`config.mk`:
```
export PLATFORM = sky130hd
export DESIGN_NAME = reg13_serial_reader
export DESIGN_NICKNAME = d
export VERILOG_FILES = /design/src/rtl/reg13_serial_reader.sv
export SDC_FILE = /design/constraint.sdc
export NUM_CORES = 1
export LEC_CHECK = 0
export ABC_AREA = 0
export BUFFER_PORTS_ARGS = -buffer_cell sky130_fd_sc_hd__buf_4
export CORE_ASPECT_RATIO = 0.8
export CORE_MARGIN = 5
export CORE_UTILIZATION = 39
export CTS_CLUSTER_DIAMETER = 100
export DETAILED_ROUTE_END_ITERATION = 8
export SYNTH_ARGS = -nofsm -noshare
export SYNTH_HDL_FRONTEND = slang
export SYNTH_SLANG_ARGS = --single-unit
```
`constraint.sdc`:
```
create_clock -name clk -period 3.68 [get_ports clk]
set_clock_uncertainty 0.1 [all_clocks]
set_input_delay 0.736 -clock clk [delete_from_list [all_inputs] [get_ports clk]]
set_output_delay 0.736 -clock clk [all_outputs]
set_load 0.02 [all_outputs]
```
`src/rtl/reg13_serial_reader.sv`:
```
// ---------------------------------------------------------------------------
// reg13_serial_reader
//
// Captures a register value on request and shifts it out on a single debug
// wire: start bit (0), WIDTH data bits MSB first, an optional even-parity
// bit, and a stop bit (1). Every serial bit is held for CLKS_PER_BIT clocks.
//
// Handshake: start is a request level from the controller. The request is
// taken in exactly the cycle where start && readStrobe; readStrobe is high
// only while idle, so a request made while busy is dropped, never queued.
// The controller learns of completion from the one-cycle done pulse.
//
// Ports:
//   clk         system clock, rising-edge active
//   reset       synchronous active-high reset
//   regData     value of the register being read (sampled once per frame)
//   start       request to read and transmit regData
//   readStrobe  one-cycle pulse in the cycle regData is captured
//   serOut      serial line, idles high
//   busy        a frame is in progress
//   done        one-cycle pulse on the last cycle of the stop bit
// ---------------------------------------------------------------------------
module reg13_serial_reader #(
   parameter int WIDTH        = 13,
   parameter int CLKS_PER_BIT = 4,
   parameter bit PARITY_EN    = 1'b1
) (
   input  logic             clk,
   input  logic             reset,
   input  logic [WIDTH-1:0] regData,
   input  logic             start,
   output logic             readStrobe,
   output logic             serOut,
   output logic             busy,
   output logic             done
);

   typedef enum logic [2:0] {
      S_IDLE,
      S_START,
      S_DATA,
      S_PARITY,
      S_STOP
   } state_t;

   localparam int             BW        = (WIDTH > 1) ? $clog2(WIDTH) : 1;
   localparam logic [BW-1:0]  BIT_LAST  = BW'(WIDTH - 1);
   localparam logic [7:0]     TICK_LAST = 8'(CLKS_PER_BIT - 1);

   state_t           state;
   logic [WIDTH-1:0] shreg;
   logic             par_bit;
   logic [BW-1:0]    bit_cnt;
   logic [7:0]       tick_cnt;
   logic [7:0]       tick_next;
   logic             last_tick;

   assign tick_next  = tick_cnt + 8'd1;
   assign last_tick  = (tick_cnt == TICK_LAST);

   // Reset takes priority so a simultaneous request is never acknowledged.
   assign readStrobe = (state == S_IDLE) && start && !reset;

   always_ff @(posedge clk) begin
      if (reset) begin
         state    <= S_IDLE;
         shreg    <= '0;
         par_bit  <= 1'b0;
         bit_cnt  <= '0;
         tick_cnt <= '0;
         serOut   <= 1'b1;
         busy     <= 1'b0;
         done     <= 1'b0;
      end else begin
         done <= 1'b0;
         case (state)
            S_IDLE: begin
               serOut <= 1'b1;
               busy   <= 1'b0;
               if (start) begin
                  shreg    <= regData;
                  par_bit  <= ^regData;
                  state    <= S_START;
                  busy     <= 1'b1;
                  serOut   <= 1'b0;
                  tick_cnt <= '0;
               end
            end

            S_START: begin
               if (last_tick) begin
                  state    <= S_DATA;
                  tick_cnt <= '0;
                  bit_cnt  <= '0;
                  serOut   <= shreg[WIDTH-1];
               end else begin
                  tick_cnt <= tick_next;
               end
            end

            S_DATA: begin
               if (last_tick) begin
                  tick_cnt <= '0;
                  if (bit_cnt == BIT_LAST) begin
                     if (PARITY_EN) begin
                        state  <= S_PARITY;
                        serOut <= par_bit;
                     end else begin
                        state  <= S_STOP;
                        serOut <= 1'b1;
                        // A one-clock stop bit is its own final cycle.
                        done   <= (CLKS_PER_BIT == 1);
                     end
                  end else begin
                     bit_cnt <= bit_cnt + 1'b1;
                     shreg   <= {shreg[WIDTH-2:0], 1'b0};
                     // Register the next MSB now so the line changes on the
                     // same edge as the shift.
                     serOut  <= shreg[WIDTH-2];
                  end
               end else begin
                  tick_cnt <= tick_next;
               end
            end

            S_PARITY: begin
               if (last_tick) begin
                  state    <= S_STOP;
                  tick_cnt <= '0;
                  serOut   <= 1'b1;
                  done     <= (CLKS_PER_BIT == 1);
               end else begin
                  tick_cnt <= tick_next;
               end
            end

            S_STOP: begin
               if (last_tick) begin
                  state    <= S_IDLE;
                  tick_cnt <= '0;
                  busy     <= 1'b0;
                  serOut   <= 1'b1;
               end else begin
                  tick_cnt <= tick_next;
                  // done is registered, so raise it one edge ahead of the
                  // final stop cycle.
                  done     <= (tick_next == TICK_LAST);
               end
            end

            default: begin
               state  <= S_IDLE;
               serOut <= 1'b1;
               busy   <= 1'b0;
            end
         endcase
      end
   end

endmodule

```
==> Word-level counts from Yosys, hierarchy flattened <==
Cells that the tools add are included.
{ "word_totals": {"out_inout_bits": 4, "ff_bits": 32, "inputBits": 16, "elab_cells": 73} }
{ "classes": {"n_reduce_logical": 19, "bitwise_logic": 2, "mux": 27, "eq_ne": 15, "n_addsub": 2} }
{ "ops": {"columns": ["cell", "count"], "rows": [
  ["$mux 13", 3],
  ["$pmux 13 s2", 1],
  ["$mux 3", 6],
  ["$eq 8x2->1 const B", 2],
  ["$mux 8", 2],
  ["$pmux 8 s2", 1],
  ["$pmux 3 s5", 1],
  ["$ne 2x2->1 const B", 7],
  ["$reduce_xor 13->1", 1],
  ["$mux 4", 3],
  ["$add 8x1->8 const B", 1],
  ["$pmux 4 s2", 1],
  ["$reduce_and 4->1", 2],
  ["$mux 1", 7],
  ["$eq 3x2->1 const B", 2],
  ["$reduce_and 2->1", 3],
  ["$reduce_and 6->1", 1],
  ["$reduce_bool 2->1", 3],
  ["$reduce_or 3->1", 2],
  ["$add 4x1->4 const B", 1],
  ["$eq 4x4->1 const B", 1],
  ["$pmux 1 s4", 1],
  ["$reduce_or 4->1", 1],
  ["$eq 3x1->1 const B", 1],
  ["9 further kinds", 11]
]} }

==> Longest topological paths before layout <==
{ "depth": {"ltp_word": 4, "mapped_depth": 7, "ltp_nobuf": 6} }

==> Worst setup path before layout <==
No wires, ideal clock.
{ "synth_path": {"path_kind": "input to output", "from": "in start", "to": "out readStrobe", "slack_ps": 1290, "arrival_ps": 1554, "path_stages": 2, "t_required_ps": 2844, "path_buffers": 0, "cell_sequence": "or4b_4 -> nor2_1"} }
{ "synth_via": {"elab_chain_cells": 2} }
{ "synth_rtl": {"columns": ["element", "line_no", "text"], "rows": [
  ["from (decl)", "31", "input logic start,"],
  ["$logic_and 1x1->1 (2 in series)", "62", "assign readStrobe = (state == S_IDLE) && start && !reset;"],
  ["to (decl)", "32", "output logic readStrobe,"]
]} }
No other way between the ends.

==> Worst setup path in the final report <==
{ "layout_path": {"from": "reg state[0]", "to": "reg shreg[7]"} }
{ "layout_via": {"elab_chain_cells": 3, "word_cells_on_any_way": 8, "cone_classes": "4 x eq/ne; 1 x mux; 3 x reduce/logical"} }
{ "layout_rtl": {"columns": ["element", "line_no", "text"], "rows": [
  ["from (decl)", "50", "state_t state;"],
  ["from (signal assigned)", "66", "state <= S_IDLE;"],
  ["from (signal assigned)", "83", "state <= S_START;"],
  ["from (signal assigned)", "92", "state <= S_DATA;"],
  ["$eq 3x2->1 / $logic_not 3->1 (equally long branches)", "76", "case (state)"],
  ["$ne 2x2->1 (no line) / $reduce_bool 2->1 (equally long branches)", null, null],
  ["$reduce_and 4->1 (no line)", null, null],
  ["to (signal assigned)", "81", "shreg <= regData;"],
  ["to (signal assigned)", "116", "shreg <= {shreg[WIDTH-2:0], 1'b0};"],
  ["to (decl)", "51", "logic [WIDTH-1:0] shreg;"]
]} }
Several ways; a longest one is shown, not always the timed one.
A chain may end at the register's enable or synchronous reset.

==> run summary <==
outcome - finished clean
endpoint class of the critical path - flip-flop
gr ovfl total - 0
Final Max Slew Viols - 0
synthesized cell area - 1960 µm²
# clock sinks - 32
synthesized area per cell - 9.08 µm²
first-pass GRT wire length - 7330 µm
clock tree from TritonCTS - yes
Max Fanout on Critical Path - 25
clock power share - 0.405
share of cells above drive strength 1 - 0.159
Async SR Flop Fraction - 0
total CTS buffers - 5
CP Class - flip-flop to flip-flop
Slew Limit Headroom - 0.487
Power Density - 382 nW/µm²
flops & latches, synth - 32
distinct cell type count after synthesis - 53
Syn. warnings - 0
register share of total power - 0.451
Max H-tree Level - 2
cell type with the largest total area after synthesis - dfxtp_1
Worst EP required - 3.78 ns
number of global-route vias before repair - 1452
startpoint types - flip-flop
RSZ-0062 raised after global routing - no
Die Ht - 73.4 µm
Max Cap Viol - 0
Switch Pwr - 0.213 mW
ANT nets after route - 0
Synth area leaders - dfxtp_1 (33%), a311oi_1 (6.3%), mux2i_1 (6.1%)
setup_tns - 0 ns
critical path data arrival time - 2.64 ns
CTS root buf - clkbuf_8
drt first pass iters - 4
logic gate share of total power - 0.144
Commonest cells post-synth - dfxtp_1 (32), a21oi_1 (22), a311oi_1 (14), mux2i_1 (12)
design area - 2200 µm²
Max Clk Rate - 393 MHz
Via-to-Cell Ratio - 5.64
Min-Delay Path Class - flip-flop to flip-flop
Fillers - 488
clk slew on worst S/H paths - 0.07 ns
core outline area - 4950 µm²
Placed Area - 2090 µm²
Longest Clk Path Bufs - 2
standard-cell rows - 23
worst skew pair latency - 0.29 ns
count leader, synth - dfxtp_1
Initial Util - 0.396
Vias - 1625
largest net degree at the start of global routing - 30
register area share after synthesis - 0.327
final setup violation count - 0
hold buffer count at CTS - 0
Pleak - 0.876 nW
final wirelength - 4430 µm
gpl congestion - 0.853
DRC errors left - 0
initial antenna violation count - 0
DR iter-0 viols - 94
Final HPWL DP - 3040 µm
port bufs - 19
number of flops mapped to enable cells by yosys - 0
commonest register cell after synthesis - dfxtp_1
syn_nets - 237
fin crit share - 0.691
peak supply drop - 0.149 mV
Die X - 89.3 µm
slew at the pin with the worst max-slew slack - 0.770 ns
fin crit period - 2.54 ns
switching share of power - 0.253
# diodes - 0
Nets - 246
count of mapped cells out of synthesis - 216
# IOs - 20
Area Overhead vs Synth - 12.0%
Synth top area share - 0.327
internal power - 0.627 mW
Total Routing Usage GR - 0.145
final hold vios - 0
final routed wire length divided by cell count - 15.4 µm
CTS-repair resized insts - 0
post-CTS setup buffer count - 0
die area - 6560 µm²
-- path summary, 6_finish.rpt --
kind         startpoint  slack (ns)         end  cells past startpoint
min          bit_cnt[3]        0.40  bit_cnt[3]                      2
max reg2reg    state[0]        1.14    shreg[7]                      4
max            state[0]        1.14    shreg[7]                      4
min reg2reg  bit_cnt[3]        0.40  bit_cnt[3]                      2
-- sequential cells by signal, indices dropped and copies added, names as in the netlist --
| register | cells |
|---|---|
| shreg | 13 |
| bit_cnt | 4 |
| tick_cnt | 8 |
| par_bit | 1 |
| done | 1 |
| serOut | 1 |
| busy | 1 |
| state | 3 |
-- cell families (layout without fill, tap and decap cells) --
family,Yosys count,after routing,synth area share
buf+inv,27,37,0.0682
mux,14,14,0.0727
compound gates,64,64,0.226
xor+xnor,13,13,0.0791
fa+ha+maj,5,5,0.0319
flops,32,32,0.327
simple gates,61,61,0.195
-- through the flow --
step	hold WS [ns]	total power, mW	utilization	setup slack (ns)	std cells
after floorplan	0.360	0.470	-	1.29	216
after global placement	0.379	0.506	0.421	1.20	280
after detailed placement	0.385	0.506	0.421	1.19	280
after CTS	0.395	0.849	0.444	1.16	288
after global routing	0.432	0.880	0.444	0.939	288
final	0.397	0.840	0.444	1.14	288
-- per-layer routing --
| metal | track usage | routed length (µm) | up-vias | part of all wire |
|---|---|---|---|---|
| met5 | 0 | 0 | - | 0 |
| met4 | 0.0562 | 55 | 0 | 0.012 |
| met3 | 0.0381 | 236 | 6 | 0.053 |
| met2 | 0.186 | 1840 | 31 | 0.41 |
| met1 | 0.224 | 2300 | 756 | 0.52 |
| li1 | - | - | 832 | - |
-- placed cells by master, fill, tap and decap left out, types with 2 or more instances in the layout --
| cell type | synthesis | layout |
|---|---|---|
| and2_1 | 3 | 3 |
| or4_1 | 4 | 4 |
| and3_1 | 5 | 5 |
| a311oi_1 | 14 | 14 |
| inv_1 | 10 | 10 |
| nor2b_1 | 4 | 4 |
| o31a_1 | 2 | 2 |
| dfxtp_1 | 32 | 32 |
| nand2_1 | 9 | 9 |
| nand3_1 | 11 | 11 |
| nand4b_1 | 2 | 2 |
| a31oi_1 | 5 | 5 |
| nand4_1 | 5 | 5 |
| mux2_2 | 2 | 2 |
| nor2_1 | 4 | 4 |
| mux2i_1 | 12 | 12 |
| o21ai_0 | 6 | 6 |
| clkbuf_8 | 0 | 5 |
| xor2_1 | 2 | 2 |
| xnor3_1 | 3 | 3 |
| xnor2_1 | 8 | 8 |
| nor3_1 | 3 | 3 |
| a21oi_1 | 22 | 22 |
| o31ai_1 | 2 | 2 |
| ha_1 | 5 | 5 |
| buf_4 | 1 | 19 |
-- area by class of cell --
class | instances | area, µm² | area share
multi-input combinational | 157 | 1190 | 0.540
sequential | 32 | 641 | 0.292
timing repair buffer | 19 | 143 | 0.0649
tap | 62 | 77.6 | 0.0353
clock buffer | 5 | 68.8 | 0.0313
clock inverter | 3 | 42.5 | 0.0194
inverter | 10 | 37.5 | 0.0171
-- power by group through the flow --
| stage | logic [mW] | clock network [mW] | registers (mW) |
|---|---|---|---|
| detailed placement | 0.120 | 0 | 0.386 |
| CTS | 0.121 | 0.349 | 0.378 |
| floorplan | 0.0878 | 0 | 0.382 |
| global placement | 0.120 | 0 | 0.386 |
| finish | 0.121 | 0.340 | 0.378 |
| global route | 0.133 | 0.366 | 0.381 |
-- critical path: stages, from the launching register on --
cell	delay, ns
dfxtp_1	0.58
or3b_1	0.69
a21o_1	0.63
a21oi_1	0.16
a311oi_1	0.28
Power figures use the tool's default switching activity.
